## src/rtl/uart_rx_pkg.sv

```systemverilog
// Shared UART definitions: FSM state encoding (common with the transmitter)
// and the oversampling tick positions within a bit.
package uart_rx_pkg;

  typedef enum logic [1:0] {
    IDLE  = 2'b00,
    START = 2'b01,
    DATA  = 2'b10,
    STOP  = 2'b11
  } state_t;

  localparam logic [4:0] MID_TICK  = 5'd7;
  localparam logic [4:0] LAST_TICK = 5'd15;

endpackage

```

## src/rtl/uart_sync2.sv

```systemverilog
// Two-flop synchroniser for an asynchronous input pin, with a configurable
// reset value so an idle-high line does not look active out of reset.
module uart_sync2 #(
  parameter logic RST_VAL = 1'b1
) (
  input  logic i_clk,
  input  logic i_rst_n,
  input  logic i_d,
  output logic o_q
);

  logic meta_r;
  logic sync_r;

  // Synchroniser chain.
  always_ff @(posedge i_clk or negedge i_rst_n) begin
    if (!i_rst_n) begin
      meta_r <= RST_VAL;
      sync_r <= RST_VAL;
    end else begin
      meta_r <= i_d;
      sync_r <= meta_r;
    end
  end

  assign o_q = sync_r;

endmodule

```

## src/rtl/uart_rx.sv

```systemverilog
// UART receiver: 16x oversampled 8N1 (LSB first) frame recovery with
// registered data, one-cycle done / framing-error strobes and a busy flag.
module uart_rx
  import uart_rx_pkg::*;
#(
  parameter int DBIT    = 8,
  parameter int SB_TICK = 16
) (
  input  logic            i_clk,
  input  logic            i_rst_n,
  input  logic            i_tick,
  input  logic            i_rx,
  output logic [DBIT-1:0] o_data,
  output logic            o_rx_done,
  output logic            o_frame_err,
  output logic            o_busy
);

  localparam int NW = (DBIT > 1) ? $clog2(DBIT) : 1;
  localparam logic [NW-1:0] N_LAST    = NW'(DBIT - 1);
  localparam logic [4:0]    STOP_LAST = 5'(SB_TICK - 1);

  logic            rx_s;
  state_t          state_r, state_n;
  logic [4:0]      s_r, s_n;
  logic [NW-1:0]   n_r, n_n;
  logic [DBIT-1:0] b_r, b_n;
  logic [DBIT-1:0] data_r, data_n;
  logic            done_r, done_n;
  logic            ferr_r, ferr_n;
  logic            busy_r;

  uart_sync2 #(.RST_VAL(1'b1)) u_sync (
    .i_clk   (i_clk),
    .i_rst_n (i_rst_n),
    .i_d     (i_rx),
    .o_q     (rx_s)
  );

  // State, counters, shift register and registered outputs.
  always_ff @(posedge i_clk or negedge i_rst_n) begin
    if (!i_rst_n) begin
      state_r <= IDLE;
      s_r     <= 5'd0;
      n_r     <= '0;
      b_r     <= '0;
      data_r  <= '0;
      done_r  <= 1'b0;
      ferr_r  <= 1'b0;
      busy_r  <= 1'b0;
    end else begin
      state_r <= state_n;
      s_r     <= s_n;
      n_r     <= n_n;
      b_r     <= b_n;
      data_r  <= data_n;
      done_r  <= done_n;
      ferr_r  <= ferr_n;
      busy_r  <= (state_n != IDLE);
    end
  end

  // Next-state and datapath logic; counters only move on a tick.
  always_comb begin
    state_n = state_r;
    s_n     = s_r;
    n_n     = n_r;
    b_n     = b_r;
    data_n  = data_r;
    done_n  = 1'b0;
    ferr_n  = 1'b0;
    case (state_r)
      IDLE: begin
        if (!rx_s) begin
          state_n = START;
          s_n     = 5'd0;
        end else begin
          state_n = IDLE;
        end
      end
      START: begin
        if (i_tick) begin
          if (s_r == MID_TICK) begin
            // A start bit that is high again at mid-bit was only a glitch.
            if (!rx_s) begin
              state_n = DATA;
              s_n     = 5'd0;
              n_n     = '0;
            end else begin
              state_n = IDLE;
            end
          end else begin
            s_n = s_r + 5'd1;
          end
        end else begin
          state_n = START;
        end
      end
      DATA: begin
        if (i_tick) begin
          if (s_r == LAST_TICK) begin
            s_n = 5'd0;
            b_n = {rx_s, b_r[DBIT-1:1]};
            if (n_r == N_LAST) begin
              state_n = STOP;
            end else begin
              n_n = n_r + NW'(1'b1);
            end
          end else begin
            s_n = s_r + 5'd1;
          end
        end else begin
          state_n = DATA;
        end
      end
      STOP: begin
        if (i_tick) begin
          if (s_r == STOP_LAST) begin
            state_n = IDLE;
            if (rx_s) begin
              data_n = b_r;
              done_n = 1'b1;
            end else begin
              ferr_n = 1'b1;
            end
          end else begin
            s_n = s_r + 5'd1;
          end
        end else begin
          state_n = STOP;
        end
      end
      default: begin
        state_n = IDLE;
      end
    endcase
  end

  assign o_data      = data_r;
  assign o_rx_done   = done_r;
  assign o_frame_err = ferr_r;
  assign o_busy      = busy_r;

endmodule
```

## config.mk

```make
export PLATFORM = sky130hd
export DESIGN_NAME = uart_rx
export DESIGN_NICKNAME = d
export VERILOG_FILES = /design/src/rtl/uart_rx_pkg.sv /design/src/rtl/uart_sync2.sv /design/src/rtl/uart_rx.sv
export SDC_FILE = /design/constraint.sdc
export NUM_CORES = 1
export LEC_CHECK = 0
export ABC_AREA = 1
export BUFFER_PORTS_ARGS = -buffer_cell sky130_fd_sc_hd__buf_2
export CORE_UTILIZATION = 45
export DETAILED_ROUTE_END_ITERATION = 6
export SETUP_SLACK_MARGIN = 0.1
export SLEW_MARGIN = 20
export SYNTH_ARGS = -nofsm -noshare
export SYNTH_HDL_FRONTEND = slang
export SYNTH_SLANG_ARGS = --single-unit
export TNS_END_PERCENT = 30
```

## constraint.sdc

```tcl
create_clock -name i_clk -period 3 [get_ports i_clk]
set_input_delay 0.15 -clock i_clk [delete_from_list [all_inputs] [get_ports i_clk]]
set_output_delay 0.15 -clock i_clk [all_outputs]
set_load 0.1 [all_outputs]
```

==> flow_summary.ini <==
[worst_setup_path]
worstPathCellList = ha_1 > nand2_1 > nor2_1 > ha_1 > nand4_2 > o21ai_1 > nor2_1 > nand3_1
r2r-start = s_r[0]$_DFFE_PN0P_
cpMaxStageDelayCell = nand4_2
rrSetupSlack_ps = 1070
worstPathArrival_ps = 2200
startpoint = s_r[0]$_DFFE_PN0P_
start_kind = flop
required_ps = 3270
endpoint_kind = flop
reg2reg_depth = 8
crit_family = simple AND/OR/NAND/NOR gates
crit_type = flop to flop
r2r-end = o_busy$_DFF_PN0_
max_stage_delay_ps = 400
cp_max_fo = 17
critPathBufInv = 0

[worst_hold_path]
hold_path_end = o_frame_err$_DFF_PN0_
hold_depth = 3
hp-start = i_tick
hold_class = input port to flop

[run_status]
status = completed

[timing]
period_share_pct = 64.3
hold_violations = 0
fin_crit_ps = 1930
final.setup.tns_ps = 0
relSlewSlack_pct = 54.3
setup_slack_ps = 1070
rsz0062_at_grt = false
drv_slew = 0
setup_violations = 0
max_clock_freq_mhz = 518
worst_pin_slew_ps = 686
fin_worst_skew_ps = 9.82

[pwr]
p_leak_nw = 0.946
ir_drop_mv = 0.345
p_total_w = 0.00114
p_per_area_nw_per_um2 = 662

[floorplan]
num_rows = 20
chipWidth_um = 60.1
dieHeight_um = 60.1
core_sq_um = 3130
start_util_pct = 48.6
ios = 15
dieArea_sq_um = 3610

[clocking]
cts_buffer_depth = 2
h-tree-depth = 2
cts.sinks = 31
clockRootBuffer = clkbuf_4
clkSlewWorstSetupHoldPaths_ps = 90
numCtsBuffers = 5
cts.repair.resized = 0
clock_latency_ps = 320
cts_tree = done

[synthesis]
avgSynthCellArea_sq_um = 8.45
yosysTopAreaCell = dfrtp_1
synth_top_family_by_area = simple AND/OR/NAND/NOR gates
synth_area_sq_um = 1520
synthAdderAreaFrac_pct = 4.94
synth_cell_type_count = 21
synth_xor_xnor_area_share_pct = 0.576
synthCells = 180
synthTopCellsByArea = dfrtp_1 (48%), nand2_1 (12%), inv_1 (5.2%), ha_1 (4.9%), nand3_1 (4.9%)
synth_top_area_share_pct = 47.7
yosys_warnings = 0
ys_seq_area_share_pct = 51.2
synthMuxAreaShare_pct = 0
synth_nets = 190
ys_ff_latch = 31
synth-compound-area-share_pct = 7.24
synth-simple-area-share_pct = 28.6

[global_route]
grt_util_all_layers_pct = 17.9
gr-max-usage-layer = met2
grt_pass1_vias = 1050
grtUsageMet3_pct = 5.84
grt_max_degree = 32
antenna_found_initial = 0
met1_usage_pct = 22.8
gr-total-overflow = 0
grt_pass1_wl_mm = 4.60
met2_usage_pct = 27.3

[detailed_routing]
vias = 1191
drc_errors = 0
final_antenna_net_count = 0
wl_per_cell_um = 11.4
viasPerCell = 4.86
finalWirelength_mm = 2.81
drt-initial-drc-count = 80
dr.pass1.iters = 6

[place]
dp_hpwl_mm = 2.06
placed_cell_area_sq_um = 1630
port_buffers = 14
pre_cts_ws_ps = 1080
place_congestion = 0.839

[layout]
layout_common_cells = nand2_1 (48), dfrtp_1 (29), inv_1 (21)
syn_to_final_growth_pct = 12.9
finalCoreUtilization_pct = 54.9
stdcell_area_sq_um = 1720
drive_gt1_share_pct = 20.4
num-fill-cells = 303
finalNetCount = 211
final_common_cell = nand2_1
diodes = 0

[run]
max_cap_viol_count = 0
==> layout make-up <==
type	count	area [sq um]	area share [%]
sequential	31	778	45.3
multi-input combinational	122	628	36.6
inverter	25	93.8	5.47
timing repair buffer	16	90.1	5.25
tap	44	55.1	3.21
clock buffer	6	41.3	2.41
clock inverter	1	30.0	1.75
==> worst register-to-register path: cells and delay by family, from the launching register on <==
| kind | cells | cell delay (ps) |
|---|---|---|
| flops | 1 | 390 |
| compound gates | 1 | 260 |
| fa+ha+maj | 2 | 460 |
| simple gates | 5 | 770 |
==> registers in the layout (all words and copies together), names as in the netlist <==
signal and cells:
b_r 8, n_r 3, o_busy 1, o_data 8, o_frame_err 1, o_rx_done 1, s_r 5, state_r 2
u_sync.meta_r 1, u_sync.o_q 1
==> kinds of logic (layout without fill, tap and decap cells) <==
group	count (synthesis)	in the layout
DFF	31	31
AOI/OAI and AO/OA	19	19
buffers and inverters	27	48
adders and majority gates	6	6
xor gates and xnor gates	1	1
and+or+nand+nor	96	96
==> cell usage after synthesis <==
cell type	instances
inv_2	4
nor2_1	19
o21ai_0	6
nor2_2	3
nand3b_1	2
o21ai_1	6
a21oi_1	3
a21oi_2	4
ha_1	6
xor2_1	1
dfrtp_1	29
nor4_1	1
nand2_2	5
nand3_1	15
buf_8	1
nand2_1	48
buf_2	1
inv_1	21
nor2_4	1
nand4_2	2
dfstp_2	2
==> power breakdown <==
part / leakage, nW / internal, W / total (W) / switching (W)
clock: 0.0383 / 0.000172 / 0.000307 / 0.000135
sequential: 0.401 / 0.000464 / 0.000507 / 0.0000429
combinational: 0.506 / 0.0000832 / 0.000323 / 0.000240
total: 0.946 / 0.000719 / 0.00114 / 0.000418
==> worst max-delay path by stage <==
stage	slack, ps	endpoint	depth (start not counted)
finish	1070	o_busy$_DFF_PN0_	8
detailed placement	1080	o_busy$_DFF_PN0_	8
global route	790	state_r[0]$_DFF_PN0_	8
floorplan	1330	o_data[6]$_DFFE_PN0P_	9
global placement	1130	o_busy$_DFF_PN0_	8
CTS	1060	o_busy$_DFF_PN0_	8
==> per-layer routing <==
metal  vias to the layer above  part of all wire (%)
met5                         -                     0
met4                         0                   1.8
met3                        10                   4.4
met2                        32                    43
met1                       543                    50
li1                        606                     -
==> stage by stage <==
stage | cells | hold WS, ps
finish | 245 | 210
global route | 245 | 227
CTS | 245 | 179
detailed placement | 236 | 236
global placement | 236 | 226
floorplan | 180 | -146
==> what timing repair did <==
| item | in CTS | in global routing |
|---|---|---|
| setup buffers | 0 | 0 |
| hold buffers | 2 | 0 |
| hold endpoints to repair | 30 | 0 |
(Power assumes the default switching activity.)
